--- src/rtl/multicycle_ctrl_pkg.sv ---
// Shared types and encodings for the multicycle baby-CPU controller.
// Latency: n/a (declarations only).
// Backpressure: n/a.
// Contents: state enum, major opcodes, ext codes, immTypeSel/wbSel encodings,
// branch condition codes and flag bit positions within {Z,C,N,F,L}.
package ctrl_pkg;

  typedef enum logic [2:0] {
    ST_FETCH     = 3'd0,
    ST_DECODE    = 3'd1,
    ST_EXECUTE   = 3'd2,
    ST_MEM       = 3'd3,
    ST_WRITEBACK = 3'd4
  } state_e;

  // Major opcodes (instruction[15:12])
  localparam logic [3:0] OPC_RTYPE = 4'b0000;
  localparam logic [3:0] OPC_ANDI  = 4'b0001;
  localparam logic [3:0] OPC_ORI   = 4'b0010;
  localparam logic [3:0] OPC_LDST  = 4'b0100;
  localparam logic [3:0] OPC_ADDI  = 4'b0101;
  localparam logic [3:0] OPC_BCOND = 4'b1100;
  localparam logic [3:0] OPC_MOVI  = 4'b1101;
  localparam logic [3:0] OPC_LUI   = 4'b1111;

  // Ext codes within the load/store/jump group (instruction[7:4])
  localparam logic [3:0] EXT_LOAD  = 4'b0000;
  localparam logic [3:0] EXT_STORE = 4'b0100;
  localparam logic [3:0] EXT_JAL   = 4'b1000;
  localparam logic [3:0] EXT_JCOND = 4'b1100;

  // Immediate formatter select
  localparam logic [1:0] IMM_LUI  = 2'b00;
  localparam logic [1:0] IMM_SEXT = 2'b01;
  localparam logic [1:0] IMM_ZEXT = 2'b10;

  // Register-file write-back source
  localparam logic [1:0] WB_ALU  = 2'b00;
  localparam logic [1:0] WB_MEM  = 2'b01;
  localparam logic [1:0] WB_LINK = 2'b10;

  // Branch condition codes (instruction[11:8])
  localparam logic [3:0] COND_EQ = 4'b0000;
  localparam logic [3:0] COND_NE = 4'b0001;
  localparam logic [3:0] COND_CS = 4'b0010;
  localparam logic [3:0] COND_CC = 4'b0011;
  localparam logic [3:0] COND_GT = 4'b0110;
  localparam logic [3:0] COND_LE = 4'b0111;
  localparam logic [3:0] COND_UC = 4'b1110;

  // Bit positions inside flags = {Z,C,N,F,L}
  localparam int FLAG_Z = 4;
  localparam int FLAG_C = 3;
  localparam int FLAG_N = 2;

endpackage

--- src/rtl/multicycle_ctrl_if.sv ---
// Bundle between the controller and the baby-CPU datapath/memory port.
// Latency: n/a (wires only).
// Backpressure: memReady from memory stalls the controller in FETCH/MEM.
// Modports: master = controller (drives select/enable lines, reads IR/flags/memReady),
//           slave  = datapath/memory side.
interface multicycle_ctrl_if #(
  parameter int INSTR_W = 16
);
  logic [INSTR_W-1:0] instruction;
  logic [4:0]         flags;
  logic               memReady;

  logic               pcEn;
  logic               pcIncOrSet;
  logic               irEn;
  logic               rfWe;
  logic               pcRegSel;
  logic               r2ImSel;
  logic [1:0]         immTypeSel;
  logic               memReq;
  logic               memWe;
  logic [1:0]         wbSel;
  logic [2:0]         state;

  modport master (
    input  instruction, flags, memReady,
    output pcEn, pcIncOrSet, irEn, rfWe, pcRegSel, r2ImSel,
           immTypeSel, memReq, memWe, wbSel, state
  );

  modport slave (
    output instruction, flags, memReady,
    input  pcEn, pcIncOrSet, irEn, rfWe, pcRegSel, r2ImSel,
           immTypeSel, memReq, memWe, wbSel, state
  );
endinterface

--- src/rtl/multicycle_ctrl_cond_eval.sv ---
// Branch condition evaluator: decides taken/not-taken from cond and {Z,C,N,F,L}.
// Latency: combinational.
// Backpressure: none.
// Ports: cond (4b condition code), flags (5b), taken (1b). Unlisted codes never take.
module cond_eval
  import ctrl_pkg::*;
(
  input  logic [3:0] cond,
  input  logic [4:0] flags,
  output logic       taken
);

  // F and L take no part in any condition.
  logic unused_fl;
  assign unused_fl = ^flags[1:0];

  always_comb begin
    taken = 1'b0;
    case (cond)
      COND_EQ: taken = flags[FLAG_Z];
      COND_NE: taken = ~flags[FLAG_Z];
      COND_CS: taken = flags[FLAG_C];
      COND_CC: taken = ~flags[FLAG_C];
      COND_GT: taken = flags[FLAG_N];
      COND_LE: taken = ~flags[FLAG_N];
      COND_UC: taken = 1'b1;
      default: taken = 1'b0;
    endcase
  end

endmodule

--- src/rtl/multicycle_ctrl.sv ---
// Multicycle controller: FETCH/DECODE/EXECUTE/MEM/WRITEBACK sequencing for the baby CPU.
// Latency: 4 cycles per instruction, 5 for LOAD/STORE, +1 per memReady=0 cycle in FETCH/MEM.
// Backpressure: holds FETCH or MEM (memReq kept high) while memReady is low.
// Ports: clock, reset (async, active-high); bus (multicycle_ctrl_if.master) carries
//   instruction/flags/memReady in and every datapath select/enable plus debug state out.
// Optional: define CTRL_BRANCH_EN to decode Bcond, Jcond and JAL; otherwise those are NOPs.
module multicycle_ctrl
  import ctrl_pkg::*;
#(
  parameter int         INSTR_W   = 16,
  parameter logic [3:0] LDST_OPC  = 4'b0100,
  parameter logic [3:0] LOAD_EXT  = 4'b0000,
  parameter logic [3:0] STORE_EXT = 4'b0100
) (
  input logic              clock,
  input logic              reset,
  multicycle_ctrl_if.master bus
);

  state_e state_q, state_d;

  // Instruction fields; IR is guaranteed stable from DECODE through WRITEBACK.
  logic [3:0] opcode;
  logic [3:0] ext;
  assign opcode = bus.instruction[INSTR_W-1 -: 4];
  assign ext    = bus.instruction[7:4];

  logic is_ldst, is_load, is_store, is_alu;
  logic is_bcond, is_jcond, is_jal, cond_taken;

  assign is_ldst  = (opcode == LDST_OPC);
  assign is_load  = is_ldst && (ext == LOAD_EXT);
  assign is_store = is_ldst && (ext == STORE_EXT);
  assign is_alu   = (opcode == OPC_RTYPE) || (opcode == OPC_ANDI) || (opcode == OPC_ORI) ||
                    (opcode == OPC_ADDI)  || (opcode == OPC_MOVI) || (opcode == OPC_LUI);

`ifdef CTRL_BRANCH_EN
  logic [3:0] cond;
  assign cond     = bus.instruction[11:8];
  assign is_bcond = (opcode == OPC_BCOND);
  assign is_jcond = is_ldst && (ext == EXT_JCOND);
  assign is_jal   = is_ldst && (ext == EXT_JAL);

  cond_eval u_cond_eval (
    .cond  (cond),
    .flags (bus.flags),
    .taken (cond_taken)
  );
`else
  assign is_bcond   = 1'b0;
  assign is_jcond   = 1'b0;
  assign is_jal     = 1'b0;
  assign cond_taken = 1'b0;
`endif

  logic       pc_en, pc_inc_or_set, ir_en, rf_we, pc_reg_sel, r2_im_sel;
  logic [1:0] imm_type_sel, wb_sel;
  logic       mem_req, mem_we;

  always_comb begin
    state_d       = state_q;
    pc_en         = 1'b0;
    pc_inc_or_set = 1'b0;
    ir_en         = 1'b0;
    rf_we         = 1'b0;
    pc_reg_sel    = 1'b1;
    r2_im_sel     = 1'b0;
    imm_type_sel  = IMM_LUI;
    mem_req       = 1'b0;
    mem_we        = 1'b0;
    wb_sel        = WB_ALU;

    case (state_q)
      ST_FETCH: begin
        mem_req = 1'b1;
        // reset is async: memReady seen while it is held must not load the IR.
        if (bus.memReady && !reset) begin
          ir_en   = 1'b1;
          state_d = ST_DECODE;
        end
      end

      ST_DECODE: state_d = ST_EXECUTE;

      ST_EXECUTE: begin
        case (opcode)
          OPC_ANDI, OPC_ORI, OPC_MOVI: begin
            r2_im_sel    = 1'b1;
            imm_type_sel = IMM_ZEXT;
          end
          OPC_ADDI: begin
            r2_im_sel    = 1'b1;
            imm_type_sel = IMM_SEXT;
          end
          OPC_LUI: begin
            r2_im_sel    = 1'b1;
            imm_type_sel = IMM_LUI;
          end
          default: ;
        endcase
        // Bcond: ALU computes PC + sext(disp) for the target.
        if (is_bcond) begin
          pc_reg_sel   = 1'b0;
          r2_im_sel    = 1'b1;
          imm_type_sel = IMM_SEXT;
        end
        state_d = (is_load || is_store) ? ST_MEM : ST_WRITEBACK;
      end

      ST_MEM: begin
        mem_req = 1'b1;
        mem_we  = is_store;
        if (bus.memReady) state_d = ST_WRITEBACK;
      end

      ST_WRITEBACK: begin
        pc_en = 1'b1;
        rf_we = is_alu || is_load || is_jal;
        if (is_load) wb_sel = WB_MEM;
        if (is_jal) begin
          wb_sel        = WB_LINK;
          pc_inc_or_set = 1'b1;
        end
        if (is_bcond || is_jcond) pc_inc_or_set = cond_taken;
        state_d = ST_FETCH;
      end

      // Encodings 5..7 recover to FETCH with default outputs.
      default: state_d = ST_FETCH;
    endcase
  end

  always_ff @(posedge clock or posedge reset) begin
    if (reset) state_q <= ST_FETCH;
    else       state_q <= state_d;
  end

  assign bus.pcEn       = pc_en;
  assign bus.pcIncOrSet = pc_inc_or_set;
  assign bus.irEn       = ir_en;
  assign bus.rfWe       = rf_we;
  assign bus.pcRegSel   = pc_reg_sel;
  assign bus.r2ImSel    = r2_im_sel;
  assign bus.immTypeSel = imm_type_sel;
  assign bus.memReq     = mem_req;
  assign bus.memWe      = mem_we;
  assign bus.wbSel      = wb_sel;
  assign bus.state      = state_q;

endmodule

--- src/flat_wrapper.sv ---
// flat-port wrapper written by rule: the top's interface ports become plain ports
module multicycle_ctrl_flat import ctrl_pkg::*;
#(
  parameter int         INSTR_W   = 16,
  parameter logic [3:0] LDST_OPC  = 4'b0100,
  parameter logic [3:0] LOAD_EXT  = 4'b0000,
  parameter logic [3:0] STORE_EXT = 4'b0100
)
  (clock, reset, bus_instruction, bus_flags, bus_memReady, bus_pcEn, bus_pcIncOrSet, bus_irEn, bus_rfWe, bus_pcRegSel, bus_r2ImSel, bus_immTypeSel, bus_memReq, bus_memWe, bus_wbSel, bus_state);
  multicycle_ctrl_if #(.INSTR_W(INSTR_W)) bus_i ();
  input logic clock;
  input logic reset;
  input wire logic [$bits(bus_i.instruction)-1:0] bus_instruction;
  input wire logic [$bits(bus_i.flags)-1:0] bus_flags;
  input wire logic [$bits(bus_i.memReady)-1:0] bus_memReady;
  output wire logic [$bits(bus_i.pcEn)-1:0] bus_pcEn;
  output wire logic [$bits(bus_i.pcIncOrSet)-1:0] bus_pcIncOrSet;
  output wire logic [$bits(bus_i.irEn)-1:0] bus_irEn;
  output wire logic [$bits(bus_i.rfWe)-1:0] bus_rfWe;
  output wire logic [$bits(bus_i.pcRegSel)-1:0] bus_pcRegSel;
  output wire logic [$bits(bus_i.r2ImSel)-1:0] bus_r2ImSel;
  output wire logic [$bits(bus_i.immTypeSel)-1:0] bus_immTypeSel;
  output wire logic [$bits(bus_i.memReq)-1:0] bus_memReq;
  output wire logic [$bits(bus_i.memWe)-1:0] bus_memWe;
  output wire logic [$bits(bus_i.wbSel)-1:0] bus_wbSel;
  output wire logic [$bits(bus_i.state)-1:0] bus_state;
  assign bus_i.instruction = bus_instruction;
  assign bus_i.flags = bus_flags;
  assign bus_i.memReady = bus_memReady;
  assign bus_pcEn = bus_i.pcEn;
  assign bus_pcIncOrSet = bus_i.pcIncOrSet;
  assign bus_irEn = bus_i.irEn;
  assign bus_rfWe = bus_i.rfWe;
  assign bus_pcRegSel = bus_i.pcRegSel;
  assign bus_r2ImSel = bus_i.r2ImSel;
  assign bus_immTypeSel = bus_i.immTypeSel;
  assign bus_memReq = bus_i.memReq;
  assign bus_memWe = bus_i.memWe;
  assign bus_wbSel = bus_i.wbSel;
  assign bus_state = bus_i.state;
  multicycle_ctrl #(.INSTR_W(INSTR_W), .LDST_OPC(LDST_OPC), .LOAD_EXT(LOAD_EXT), .STORE_EXT(STORE_EXT)) u_core (.clock(clock), .reset(reset), .bus(bus_i));
endmodule
--- config.mk ---
export PLATFORM = sky130hd
export DESIGN_NAME = multicycle_ctrl_flat
export DESIGN_NICKNAME = d
export VERILOG_FILES = /design/src/rtl/multicycle_ctrl_pkg.sv /design/src/rtl/multicycle_ctrl_if.sv /design/src/rtl/multicycle_ctrl_cond_eval.sv /design/src/rtl/multicycle_ctrl.sv /design/src/flat_wrapper.sv
export SDC_FILE = /design/constraint.sdc
export NUM_CORES = 1
export LEC_CHECK = 0
export CORE_AREA = 2 2 39 41
export CTS_BUF_LIST = sky130_fd_sc_hd__clkbuf_4 sky130_fd_sc_hd__clkbuf_8
export CTS_CLUSTER_SIZE = 30
export DETAILED_ROUTE_END_ITERATION = 7
export DIE_AREA = 0 0 41 43
export PLACE_DENSITY = 0.79
export SYNTH_ARGS = -nofsm -noshare
export SYNTH_HDL_FRONTEND = slang
export SYNTH_SLANG_ARGS = --single-unit
--- constraint.sdc ---
create_clock -name clock -period 1.3 [get_ports clock]
set_input_delay 0.195 -clock clock [delete_from_list [all_inputs] [get_ports clock]]
set_output_delay 0.195 -clock clock [all_outputs]
set_load 0.02 [all_outputs]
# After elaboration in Yosys (flattened, before gate mapping)
# Index checks and enable logic that the tools add are counted.
[totals]
input_bits = 24
ff_bits = 3
out_inout_bits = 15
word_cells = 48
[classes]
n_eq_ne = 13
reduce_logical = 18
mux = 16
[op_table]
columns = ["operator", "n"]
rows = [
  ["$eq 4x3->1 const B", 3],
  ["$pmux 3 s4", 1],
  ["$mux 1", 9],
  ["$mux 3", 3],
  ["$eq 4x4->1 const B", 2],
  ["$logic_not 4->1", 2],
  ["$logic_or 1x1->1", 7],
  ["$eq 3x2->1 const B", 2],
  ["$reduce_or 5->1", 1],
  ["$eq 4x1->1 const B", 1],
  ["$eq 4x2->1 const B", 1],
  ["$mux 2", 2],
  ["$pmux 2 s2", 1],
  ["$eq 3x1->1 const B", 1],
  ["$eq 3x3->1 const B", 1],
  ["$logic_and 1x1->1", 3],
  ["$logic_not 3->1", 1],
  ["$reduce_or 3->1", 1],
  ["$ne 2x1->1 const B", 1],
  ["$ne 2x2->1 const B", 1],
  ["$reduce_and 2->1", 1],
  ["$reduce_or 2->1", 1],
  ["$logic_not 1->1", 1],
]

# Depth between registers and ports, before layout
[logic_depth]
ltp_word = 8
ltp_mapped = 4
ltp_nobuf = 3

# Least setup slack after synthesis
# No wires, ideal clock.
[synth_path]
kind = "register -> output"
from = "register u_core.state_q[0], in the netlist u_core.bus.state[0]"
to = "output port bus_irEn"
arrival_time_ps = 1399
stages_incl_launch_ff = 4
path_slack_ps = -294
n_path_buf = 1
required_time_ps = 1105
cell_sequence = "dfrtp_1 > buf_2 > nor3b_1 > nor3b_1"
[synth_between]
elab_chain_cells = 2
[synth_lines]
columns = ["element", "line_no", "source"]
rows = [
  ["from (decl)", "multicycle_ctrl.sv:20", "state_e state_q, state_d;"],
  ["from (signal assigned)", "multicycle_ctrl.sv:135", "else state_q <= state_d;"],
  ["$logic_not 3->1", "multicycle_ctrl.sv:73", "case (state_q)"],
  ["$mux 1", "multicycle_ctrl.sv:73", ""],
  ["to (decl)", "flat_wrapper.sv:18", "output wire logic [$bits(bus_i.irEn)-1:0] bus_irEn;"],
]
# Every way passes these cells.

# Worst setup path in the final report
[layout_path]
from = "register u_core.state_q[1], in the netlist u_core.bus.state[1]"
to = "output port bus_rfWe"
[layout_between]
elab_chain_cells = 2
[layout_lines]
columns = ["element", "line_no", "source"]
rows = [
  ["$eq 3x3->1", "multicycle_ctrl.sv:73", ""],
  ["$mux 1", "multicycle_ctrl.sv:73", ""],
  ["to (decl)", "flat_wrapper.sv:19", "output wire logic [$bits(bus_i.rfWe)-1:0] bus_rfWe;"],
]
# Every way passes these cells.

==> metrics list <==
* IO Pins: 39
* Worst path cell trace: or3b_4, a21oi_4, buf_6
- The core region is 1380 um2.
* Clock tree from TritonCTS: built
* Most frequent standard cell in the layout excluding fill and tap cells: sky130_fd_sc_hd__buf_4
- Along the worst path, the maximum fanout reaches 4.
- Count of routing violations after the opening detailed-route iteration: 3
- In the global route stage, overall resource usage came out at 0.160.
- Kind of capture point of the worst setup path: output pin
- The filler cells instantiated in the layout total 129.
- The share of the Yosys chip area taken by registers is 0.201.
- Remaining global-route overflow: 0
* Largest net degree at the start of global routing: 8
* Post-synthesis instance total: 51
- Setup violations remaining at the end of the flow were counted as 11.
- Critical Path Start Type: flip-flop
* Endpoint arrival time on the critical path: 1.34 ns
* Vias post-DR: 528
* Placement row count: 14
- Share of the clock period used by the worst path: 1.18
- Leading cell types by total area after synthesis: sky130_fd_sc_hd__dfrtp_1, sky130_fd_sc_hd__nand2b_1, sky130_fd_sc_hd__nor3b_1
* Maximum clock frequency: 653 MHz
- Setup slack of the critical path after layout: -0.232 ns
- Top library cells by usage in the layout, fill and taps aside: sky130_fd_sc_hd__buf_4, sky130_fd_sc_hd__buf_6, sky130_fd_sc_hd__nand2b_1
* Clock tree sinks: 3
- Setup_tns: -2.00 ns
- Count of antenna diodes in the layout: 0
* Proportion of netlist area held by the largest area contributor: 0.201
- Counting distinct cell types in the post-synthesis netlist gives 26.
- Time the worst path needs with I/O delays and setup: 1.53 ns
- Residual antenna-violating net count after detailed routing: 0
- The number of pins with negative max-slew slack in the final report was 0.
- Number of flip-flops in the largest register: 3
- Vertical die dimension: 43 um
* Worst min path class: in2async
* TritonCTS buffer count: 3
* Die width: 41 um
* Crit path buf inv count: 1
- Number of warnings issued by yosys: 0
- Violated checks: negative setup slack
- Counting flops and latches in the post-synthesis netlist gives 3.
* Outcome: complete, but fails checks
* Worst-margin pin slew: between 0.6 and 0.7 ns
* Drt total wl: 1350 um
* Source-to-sink clock delay at the later pin of the worst-skew pair: between 0.2 and 0.25 ns
* Worst Path Required: 1.11 ns
* Netlist area before placement: between 300 and 400 um2
- In this run the number of H-tree levels came out at 1.
- In the final design database the tool counted 121 nets.
- After clock tree synthesis, the clock-pin slew on the worst setup and hold paths is 0.03 ns.
- Summed over all cells, the static leakage comes to 0.398 nW.
* First-pass GRT wire length: 1930 um
- Grouping stages by cell kind, the critical path spends the most delay in simple AND/OR/NAND/NOR gates.
- The number of global-route vias before repair is 504.
* Power after layout: 1.54 mW
- The largest individual stage delay along the critical path comes from the cell sky130_fd_sc_hd__or3b_4.
* Maximum capacitance violations: 0
- Count of endpoints failing hold in the final timing report: 0
- Buffers placed on the I/O ports in this run total 22.
* Total half-perimeter wirelength after legalization and detailed placement: between 900 and 1000 um
- The largest total area in the synthesized netlist belongs to sky130_fd_sc_hd__dfrtp_1.
* Remaining design rule violation count: 0
* Startpoint-to-endpoint class of the critical path: reg2out
- Between clock sinks in the finished design, the worst skew comes to 0.000976 ns.
* Post-Syn Area per Cell: 7.34 um2
* Fraction of final layout cells with drive strength greater than 1: 0.635
* Routability-driven placement congestion ratio: 0.690
- Mean number of vias per cell: 4.71
- Max IR drop VDD: 0.00108 V
- No sink is reached through more buffers than the 2 on the longest clock path.
- Pwr per Cell Area: around 1800 nW/um2
* Antenna violations before repair: 0
* Biggest cell delay along the critical path: 0.44 ns
- The first detailed-routing pass took 2 iterations.
- In this run the clock root is driven by a sky130_fd_sc_hd__clkbuf_4.
* Starting utilization of the core area: 0.270
* Layout overhead on the synthesized area: 134%
- Dividing the detail-routed wire length by the instance count gives approximately 12 um.
* Setup repair after global routing missed its margin: yes
- The die covers roughly 1800 um2.
- The worst pin sits at a relative slew slack of 0.534.
kinds of logic (layout without fill, tap and decap cells):
kind of cell	after synthesis	in the layout	synth area share
simple gates	30	30	0.515
compound gates	10	10	0.171
buf+inv	6	50	0.0936
flops	3	3	0.201
other cells	2	3	0.0201
through the flow:
step           hold WS [ns]  instance area [um2]  std cells  utilization  setup slack (ns)
3_3_place_gp          0.493                  751         99        0.542             -1.01
6_report              0.302                  876        112        0.633            -0.232
2_1_floorplan       -0.0447                  447         52            -           -0.0887
4_1_cts               0.292                  853        111        0.617            -0.246
5_1_grt               0.324                  876        112        0.633            -0.271
3_5_place_dp          0.514                  751         99        0.542             -1.02
tightest hold or removal path: stages:
cell	delay [ns]
sky130_fd_sc_hd__clkdlybuf4s50_1	0.44
sky130_fd_sc_hd__inv_1	0.09
sky130_fd_sc_hd__buf_4	0.12
path summary, 6_finish.rpt:
kind | slack, ns | to | startpoint | depth (start not counted)
worst max-delay path | -0.23 | bus_rfWe | u_core.bus.state[1] | 3
worst min-delay path | 0.30 | u_core.bus.state[2] | reset | 3
worst max register to register | -0.16 | u_core.bus.state[0] | u_core.bus.state[0] | 7
worst min register to register | 0.74 | u_core.bus.state[0] | u_core.bus.state[2] | 3
max in group asynchronous | 0.89 | u_core.bus.state[1] | reset | 3
min in group clock | 0.41 | u_core.bus.state[1] | bus_instruction[5] | 4
final cells by class:
cell class	instances	area, um2	area share
Multi-Input combinational cell	43	373	0.426
Sequential cell	3	78.8	0.0900
Timing Repair Buffer	44	367	0.419
Tap cell	16	20.0	0.0229
Clock buffer	4	30.0	0.0343
Inverter	2	7.51	0.00857
power breakdown:
part           switching, mW  total (mW)  internal (mW)
clock network         0.0422       0.178          0.135
logic                  0.542        1.16          0.615
registers             0.0537       0.204          0.150
Yosys cell counts:
master                      n
sky130_fd_sc_hd__and2_1     1
sky130_fd_sc_hd__buf_4      3
sky130_fd_sc_hd__nor3_1     2
sky130_fd_sc_hd__nor4_1     2
sky130_fd_sc_hd__or2_2      1
sky130_fd_sc_hd__nand3_1    1
sky130_fd_sc_hd__a2111oi_0  1
sky130_fd_sc_hd__nand2b_1   5
sky130_fd_sc_hd__or4b_1     1
sky130_fd_sc_hd__o21a_1     1
sky130_fd_sc_hd__nor3b_1    4
sky130_fd_sc_hd__inv_1      2
sky130_fd_sc_hd__o21ai_0    1
sky130_fd_sc_hd__nand4_1    1
sky130_fd_sc_hd__nand2_1    2
sky130_fd_sc_hd__or3b_1     1
sky130_fd_sc_hd__dfrtp_1    3
sky130_fd_sc_hd__a211o_1    2
sky130_fd_sc_hd__buf_2      1
sky130_fd_sc_hd__nor2_1     2
sky130_fd_sc_hd__conb_1     2
sky130_fd_sc_hd__and4_1     1
sky130_fd_sc_hd__nand3b_1   2
sky130_fd_sc_hd__a21oi_1    5
sky130_fd_sc_hd__nand4b_1   1
sky130_fd_sc_hd__nor2b_1    3
routing by layer:
layer  track usage  share of wire
met2         0.322           0.58
met3        0.0314          0.059
met5             0              0
met4        0.0400              0
met1         0.141           0.36
repair_timing:
| action | 4_1_cts | 5_1_grt |
|---|---|---|
| buffers inserted | 8 | 1 |
| setup endpoints to repair | 15 | 13 |
| hold buffers | 0 | 0 |
| pin swaps | 8 | 5 |
| resized for setup | 72 | 13 |
Note: power is estimated with default switching activity, not from simulation.
